$ cat src/rtl/fft_frame_sched.sv
// Frame-level scheduler for the FFT pipeline.
// Counts din_valid beats into frames, commits only complete frames, and for
// each commit emits a staggered start pulse per stage controller followed by
// a FRAME_LEN-cycle output window. Tracks completed frames and flags gaps.
//
// Output window FSM
//   state    | meaning
//   OUT_IDLE | no output window active
//   OUT_RUN  | dout_valid high, out_cnt walks 0..FRAME_LEN-1
module fft_frame_sched #(
   parameter int NUM_STAGE = 3,
   parameter int FRAME_LEN = 32,
   parameter int STAGE_DLY = 16,
   parameter int FCNT_W    = 8
) (
   input  logic                 clk,
   input  logic                 rst,
   input  logic                 din_valid,
   input  logic                 flush,
   input  logic                 err_clr,
   output logic [NUM_STAGE-1:0] stage_en,
   output logic                 dout_valid,
   output logic                 dout_last,
   output logic [FCNT_W-1:0]    frame_cnt,
   output logic                 busy,
   output logic                 err_gap
);

   localparam int CW     = (FRAME_LEN > 1) ? $clog2(FRAME_LEN) : 1;
   localparam int DL_LEN = NUM_STAGE * STAGE_DLY;
   localparam logic [CW-1:0] CNT_LAST = CW'(FRAME_LEN - 1);

   typedef enum logic {
      OUT_IDLE = 1'b0,
      OUT_RUN  = 1'b1
   } out_state_t;

   out_state_t        out_state, out_state_nxt;
   logic [CW-1:0]     in_cnt;
   logic [CW-1:0]     out_cnt, out_cnt_nxt;
   logic              dout_last_nxt;
   logic [DL_LEN-1:0] tok_dl;
   logic              commit;
   logic              gap;

   // flush overrides both a completing beat and a gap in the same cycle
   assign commit = din_valid & ~flush & (in_cnt == CNT_LAST);
   assign gap    = ~din_valid & ~flush & (in_cnt != '0);

   // input beat counter; any abort or commit returns it to beat 0
   always_ff @(posedge clk or posedge rst) begin
      if (rst) begin
         in_cnt <= '0;
      end else if (flush || gap || commit) begin
         in_cnt <= '0;
      end else if (din_valid) begin
         in_cnt <= in_cnt + CW'(1);
      end
   end

   // commit token delay line; bit 0 is high the cycle after the last beat
   always_ff @(posedge clk or posedge rst) begin
      if (rst) begin
         tok_dl <= '0;
      end else if (flush) begin
         tok_dl <= '0;
      end else begin
         tok_dl <= (tok_dl << 1) | DL_LEN'(commit);
      end
   end

   // stage start pulses are direct taps of the token line
   always_comb begin
      stage_en = '0;
      for (int s = 0; s < NUM_STAGE; s++) begin
         stage_en[s] = tok_dl[s*STAGE_DLY];
      end
   end

   // output window state register
   always_ff @(posedge clk or posedge rst) begin
      if (rst) begin
         out_state <= OUT_IDLE;
         out_cnt   <= '0;
         dout_last <= 1'b0;
      end else begin
         out_state <= out_state_nxt;
         out_cnt   <= out_cnt_nxt;
         dout_last <= dout_last_nxt;
      end
   end

   // output window next state; a token at the line end may restart an
   // ending window so consecutive frames abut without a bubble
   always_comb begin
      out_state_nxt = out_state;
      out_cnt_nxt   = out_cnt;
      if (flush) begin
         out_state_nxt = OUT_IDLE;
         out_cnt_nxt   = '0;
      end else if (tok_dl[DL_LEN-1]) begin
         out_state_nxt = OUT_RUN;
         out_cnt_nxt   = '0;
      end else if (out_state == OUT_RUN) begin
         if (out_cnt == CNT_LAST) begin
            out_state_nxt = OUT_IDLE;
            out_cnt_nxt   = '0;
         end else begin
            out_cnt_nxt = out_cnt + CW'(1);
         end
      end
      dout_last_nxt = (out_state_nxt == OUT_RUN) && (out_cnt_nxt == CNT_LAST);
   end

   assign dout_valid = (out_state == OUT_RUN);

   // completed-frame counter, bumped the cycle after dout_last
   always_ff @(posedge clk or posedge rst) begin
      if (rst) begin
         frame_cnt <= '0;
      end else if (dout_last && !flush) begin
         frame_cnt <= frame_cnt + FCNT_W'(1);
      end
   end

   // sticky gap flag; a new gap beats a simultaneous clear
   always_ff @(posedge clk or posedge rst) begin
      if (rst) begin
         err_gap <= 1'b0;
      end else if (gap) begin
         err_gap <= 1'b1;
      end else if (err_clr) begin
         err_gap <= 1'b0;
      end
   end

   assign busy = (in_cnt != '0) | (|tok_dl) | dout_valid;

endmodule

$ cat config.mk
export PLATFORM = sky130hd
export DESIGN_NAME = fft_frame_sched
export DESIGN_NICKNAME = d
export VERILOG_FILES = /design/src/rtl/fft_frame_sched.sv
export SDC_FILE = /design/constraint.sdc
export NUM_CORES = 1
export LEC_CHECK = 0
export CORE_MARGIN = 5
export CORE_UTILIZATION = 30
export DETAILED_ROUTE_END_ITERATION = 12
export PLACE_DENSITY_LB_ADDON = 0.05
export SLEW_MARGIN = 10
export SYNTH_ARGS = -nofsm -noshare
export SYNTH_HDL_FRONTEND = slang
export SYNTH_SLANG_ARGS = --single-unit
$ cat constraint.sdc
create_clock -name clk -period 2.09 [get_ports clk]
set_clock_uncertainty 0.05 [all_clocks]
set_input_delay 0.3135 -clock clk [delete_from_list [all_inputs] [get_ports clk]]
set_output_delay 0.3135 -clock clk [all_outputs]
set_load 0.01 [all_outputs]
==> results of run 1 <==
[cells in the final DEF (no fill, tap or decap), drive strengths merged]
cell           netlist  layout
and3                 3       3
buf                  8      23
a21oi                4       4
nand2b               1       1
nor2                 8       8
clkdlybuf4s50        0      17
and4b                1       1
ha                   6       6
clkinv               0       2
o21ai                3       3
clkbuf               4      10
nor3                 7       7
mux2i                4       4
o32ai                1       1
nand3                2       2
or2                  1       1
xor2                 4       4
a22oi                1       1
nand2               10      10
nor4                11      11
mux2                 1       1
or4                  3       3
nor4b                2       2
a31oi                1       1
nand3b               1       1
nand4                5       5
nor2b               50      50
inv                  7       6
dfrtp               69      69
xnor2                6       6
clkinvlp             0       5
[how the worst max path moves through the flow]
stage / cells past startpoint / to / slack [ns]
floorplan: 5 / busy / 0.28
global placement: 6 / busy / -0.22
detailed placement: 6 / busy / -0.26
CTS: 6 / busy / -0.22
global route: 6 / busy / -0.30
finish: 6 / busy / -0.17
[kinds of logic (layout without fill, tap and decap cells)]
logic type,count (synthesis),after routing,synth area share
AND/OR/NAND/NOR,105,105,0.232
flip-flops,69,69,0.637
buffers and inverters,19,63,0.0314
AO/OA/AOI/OAI,10,10,0.0212
XOR/XNOR,10,10,0.0323
adder cells (fa/ha/maj),6,6,0.0277
multiplexers,5,5,0.0189
[worst max-delay path, stage by stage, from the launching register on]
cell	delay, ns
dfrtp_1	0.38
inv_1	0.06
ha_1	0.14
nor4b_4	0.21
nand4_1	0.13
or4_4	0.52
buf_6	0.14
[metal layers]
layer / vias to the layer above / track usage
li1: 819 / -
met1: 808 / 0.136
met2: 29 / 0.145
met3: 7 / 0.0419
met4: 0 / 0.0393
met5: - / 0
[state kept, by name, indices dropped and copies added (netlist names)]
name	cells
tok_dl	48
frame_cnt	8
in_cnt	5
out_cnt	5
dout_last	1
dout_valid	1
err_gap	1
[power groups by stage]
stage | Sequential, uW | Combinational [uW] | Clock [uW]
3_3_place_gp | 1370 | 147 | 0
3_5_place_dp | 1370 | 145 | 0
6_report | 1350 | 143 | 940
4_1_cts | 1350 | 149 | 989
2_1_floorplan | 1380 | 73.2 | 0
5_1_grt | 1350 | 162 | 1050
[final cells by class]
type	instances	area share
Clock buffer	10	0.0382
Clock inverter	6	0.0120
Inverter	7	0.00899
Multi-Input combinational cell	136	0.273
Sequential cell	69	0.517
Tap cell	108	0.0405
Timing Repair Buffer	40	0.111
[stage by stage]
stage	setup TNS, ns	hold slack [ns]	power [uW]	std cells	util
finish	-0.172	0.289	2430	376	0.381
global route	-0.300	0.314	2560	376	0.381
CTS	-0.219	0.290	2480	376	0.380
detailed placement	-0.263	0.418	1520	360	0.361
global placement	-0.225	0.413	1520	360	0.361
floorplan	0	0.357	1450	224	-
[what timing repair did]
| action | CTS | global route |
|---|---|---|
| resized for setup | 6 | 1 |
| endpoints found under the setup margin | 1 | 1 |
| pin swaps | 1 | 1 |
| hold endpoints to repair | 0 | 0 |
==> qor.yml, run 1 <==
yosys.area.top_type: "dfrtp_1"
top_layer_used: "met4"
cts_tree: "yes"
max-cap-violations: 0
multi_input_area_sq_um: 911
postCtsSetupRepairBufs: 0
drc: 0
yosys.area.top_type_share: 0.637
hold_viol: 0
dr_wl_met2_microns: 2150
rsz0062_at_grt: "true"
worstPathRequired_ns: 1.73
post-route-period-util: 1.08
clk_pin_slew_ns: 0.07
irDropWorstVdd_mv: 0.339
violations: "setup timing"
placed_cell_area_sq_mm: 0.00316
die_h_microns: 105
worst_setup_path_end_kind: "output port"
totalWireLength_microns: 5000
grt_pass1_wl_microns: 8950
path_max_fanout: 2
synth_edf_count: 0
reg2reg_from: "out_cnt[1]$_DFF_PP0_"
first_pass_iters: 4
wl_met1_microns: 2520
ios: 20
htree_levels: 3
reg2regPathDepth: 5
setup_ws_ns: -0.172
dr_total_vias: 1663
swShare: 0.246
dr_wl_met3_microns: 216
area_growth_pct: 23.1
numPortBuffers: 19
cp_data_arrival_time_ns: 1.90
cts.sinks: 69
fillCellCount: 869
syn_inst: 224
pwr-share-clk: 0.387
dp_hpwl_microns: 3230
min_period_ns: 2.26
ys.warnings.count: 0
synth_top_cells_by_count: "dfrtp_1 (69), nor2b_1 (50), nor4_1 (11), nand2_1 (10), nor2_1 (8)"
path_class: "reg -> out"
gp_congestion: 0.763
initial_core_util: 0.310
r2r_slack_ns: 0.21
worstSetupStartpoint: "in_cnt[0]$_DFFE_PP0P_"
r2r_end: "dout_last$_DFF_PP0_"
drtIter0Drc: 35
synth_flop_cell: "dfrtp_1"
tightest_slew_ns: 0.557
leakage_uw: 0.00160
grt_max_degree: 56
antenna_found_initial: 0
track_usage: 0.101
intPower_uw: 1830
wire_per_inst_microns: 13.3
grt_pass1_vias: 1796
synth_area_per_cell_sq_um: 12.1
ant_nets: 0
num_rows: 34
synth.distinct_cells: 33
cts_buffers: 9
setup_viol: 1
clockBufferDepth: 2
ys_seq_area_frac: 0.637
seqPwrFrac: 0.554
worstHoldPathType: "in -> async"
clk_latency_ns: 0.33
critPathLaunchType: "flip-flop"
vias_per_cell: 4.42
layout.nets: 274
seq_area_sq_mm: 0.00173
p_sw_uw: 599
outcome: "complete, but fails checks"
comb_power_share: 0.059
relSlewSlack: 0.629
drive_gt1_frac: 0.164
fin_area_sq_mm: 0.00334
drv_slew: 0
antenna_cells: 0
syn-cell-area_sq_mm: 0.00271
die_w_microns: 105
max_freq_ghz: 0.442
synthArstFlopShare: 1.00
grt-ovfl-total: 0
core_area_sq_mm: 0.00876
synthTopCellsByArea: "dfrtp_1 (64%), nor2b_1 (12%), ha_1 (2.8%), nor4_1 (2.5%), xnor2_1 (1.9%)"
die-area_sq_mm: 0.0110
synth_most_common_cell: "dfrtp_1"
place_ws_ns: -0.263
clock-root-buffer: "clkbuf_8"
p_per_area_mw_per_mm2: 727
postCtsHoldBufs: 0
synth_nets: 235
ys_ff_latch: 69
(Power assumes the default switching activity.)
==> run 2, diff against run 1 <==
--- a/config.mk
+++ b/config.mk
@@ -9,7 +9,8 @@
 export CORE_UTILIZATION = 30
 export DETAILED_ROUTE_END_ITERATION = 12
 export PLACE_DENSITY_LB_ADDON = 0.05
-export SLEW_MARGIN = 10
+export SETUP_SLACK_MARGIN = 0.05
+export SLEW_MARGIN = 15
 export SYNTH_ARGS = -nofsm -noshare
 export SYNTH_HDL_FRONTEND = slang
 export SYNTH_SLANG_ARGS = --single-unit
==> constraint.sdc (replaced) <==
create_clock -name clk -period 2.09 [get_ports clk]
set_clock_uncertainty 0.05 [all_clocks]
set_input_delay 0.3135 -clock clk [delete_from_list [all_inputs] [get_ports clk]]
set_output_delay 0.3135 -clock clk [all_outputs]
set_load 0.1 [all_outputs]
==> run 2 against run 1 <==
- the run still ends with setup timing left
- wire length grew 0.68%
- critical path depth fell by 2
- total power rose by 15%
- die area unchanged
- highest routed layer unchanged
- sequential power is essentially flat
- cell count decreased by 2.9%
==> qor.yml, run 2 (synthesis results as in run 1) <==
outcome: "complete, but fails checks"
violations: "setup timing"
worstHoldStart: "flush"
mostFrequentLayoutCell: "dfrtp_1"
post-route-period-util: 1.11
max_stage_delay_ns: 0.59
hold_path_end: "frame_cnt[0]$_DFFE_PP0P_"
die-area_sq_mm: 0.0110
hold_depth: 3
num_rows: 34
htree_levels: 3
cts_tree: "yes"
clk_latency_ns: 0.33
area_growth_pct: 22.0
grt_use_met2: 0.143
setup_ws_ns: -0.225
postCtsHoldBufs: 0
grt_max_degree: 70
path_class: "reg -> out"
antenna_cells: 0
placedCellCount: 348
use_met1: 0.130
ant_nets: 0
grt-ovfl-total: 0
path_max_fanout: 2
drv_slew: 0
min_period_ns: 2.31
first_pass_iters: 4
drtIter0Drc: 44
die_h_microns: 105
use_met3: 0.0432
layout.nets: 263
hold_viol: 0
drc: 0
antenna_found_initial: 0
irDropWorstVdd_mv: 0.327
dp_hpwl_microns: 3080
tightest_slew_ns: 0.567
r2r_slack_ns: 0.22
drive_gt1_frac: 0.206
leakage_uw: 0.00161
cts.sinks: 69
core_area_sq_mm: 0.00876
grt_pass1_vias: 1631
worstPathRequired_ns: 1.73
gr-max-usage-layer: "met2"
gp_congestion: 0.670
wire_per_inst_microns: 13.8
largest_register_ffs: 48
clockBufferDepth: 2
clock-root-buffer: "clkbuf_8"
fin_area_sq_mm: 0.00331
grt_pass1_wl_microns: 8510
die_w_microns: 105
fillCellCount: 869
finalNonFillerCells: 365
worst_setup_path_end_kind: "output port"
placed_cell_area_sq_mm: 0.00304
clk_pin_slew_ns: 0.08
worstHoldPathType: "in -> reg"
max-cap-violations: 0
multi_input_area_sq_um: 936
relSlewSlack: 0.622
final_cell_mix: "dfrtp_1 (68), nor2b_1 (50), buf_4 (23)"
critPathLaunchType: "flip-flop"
cp_data_arrival_time_ns: 1.95
power_uw: 2800
initial_core_util: 0.310
track_usage: 0.0975
vias_per_cell: 4.51
crit_slowest_cell: "or4_4"
numPortBuffers: 19
ios: 20
cts_buffers: 9
place_ws_ns: 0.0560
reg2regPathDepth: 5
biggestRegsByFlops: "tok_dl (48), frame_cnt (8)"
dr_total_vias: 1646
totalWireLength_microns: 5030
max_freq_ghz: 0.432
rsz0062_at_grt: "true"
r2r_end: "dout_last$_DFF_PP0_"
p_per_area_mw_per_mm2: 845
reg2reg_from: "out_cnt[1]$_DFF_PP0_"
crit_chain: "nor4_2, nand4_1, or4_4, buf_12"
top_register: "tok_dl"
seq_area_sq_mm: 0.00173
setup_viol: 1
-- run 2: cell count changes in the layout (fill, tap and decap cells not counted), moves of 2 or more --
cell | before | now
clkdlybuf4s50_1 | 17 | 3
buf_4 | 19 | 23
clkinvlp_4 | 5 | 1
nor4_1 | 10 | 6
nor4_2 | 1 | 5
bufinv_16 | 0 | 2
clkbuf_8 | 9 | 11
clkinv_4 | 0 | 2
-- run 2: final cells by class --
cell class | instances | share of cell area
timing repair buffer | 29 | 0.0748
sequential | 69 | 0.522
inverter | 7 | 0.00907
multi-input combinational | 136 | 0.283
clock inverter | 5 | 0.0249
clock buffer | 11 | 0.0457
tap | 108 | 0.0408
-- run 2: worst max-delay path by stage --
stage / cells after the start / start / endpoint
finish: 4 / tok_dl[18]$_DFF_PP0_ / busy
global route: 6 / in_cnt[0]$_DFFE_PP0P_ / busy
CTS: 6 / in_cnt[0]$_DFFE_PP0P_ / busy
detailed placement: 4 / tok_dl[47]$_DFF_PP0_ / busy
global placement: 4 / tok_dl[47]$_DFF_PP0_ / busy
floorplan: 4 / dout_valid$_DFF_PP0_ / busy
-- run 2: repair_timing --
action                                 in CTS  in global routing
gates resized for setup                     4                  1
setup endpoints to repair                   1                  1
setup buffers                               1                  0
gates cloned                                0                  0
endpoints found under the hold margin       0                  0
pin swaps                                   3                  0
-- run 2: per-layer routing --
layer / part of all wire / wire length [microns] / vias up
met5: 0 / 0 / -
met1: 0.49 / 2490 / 816
met3: 0.052 / 260 / 2
met2: 0.45 / 2250 / 27
met4: 0.0060 / 30 / 0
li1: - / - / 801
-- run 2: critical path, delay by kind of cell (launching register included) --
kind	cells	cell delay, ns
buffers and inverters	1	0.19
flip-flops	1	0.39
AND/OR/NAND/NOR	3	1.05
-- run 2: report_power, final --
part | switching [uW] | total [uW] | leakage [uW] | internal [uW]
Combinational | 130 | 202 | 0.000534 | 71.5
Sequential | 4.79 | 1350 | 0.000960 | 1340
Clock | 510 | 1250 | 0.000120 | 740
Total | 645 | 2800 | 0.00161 | 2150
-- run 2: through the flow --
stage,utilization,setup TNS [ns],hold WS (ns)
2_1_floorplan,-,-0.0765,0.357
3_3_place_gp,0.347,0,0.414
3_5_place_dp,0.347,0,0.414
4_1_cts,0.377,-0.267,0.262
5_1_grt,0.378,-0.357,0.290
6_report,0.378,-0.225,0.286
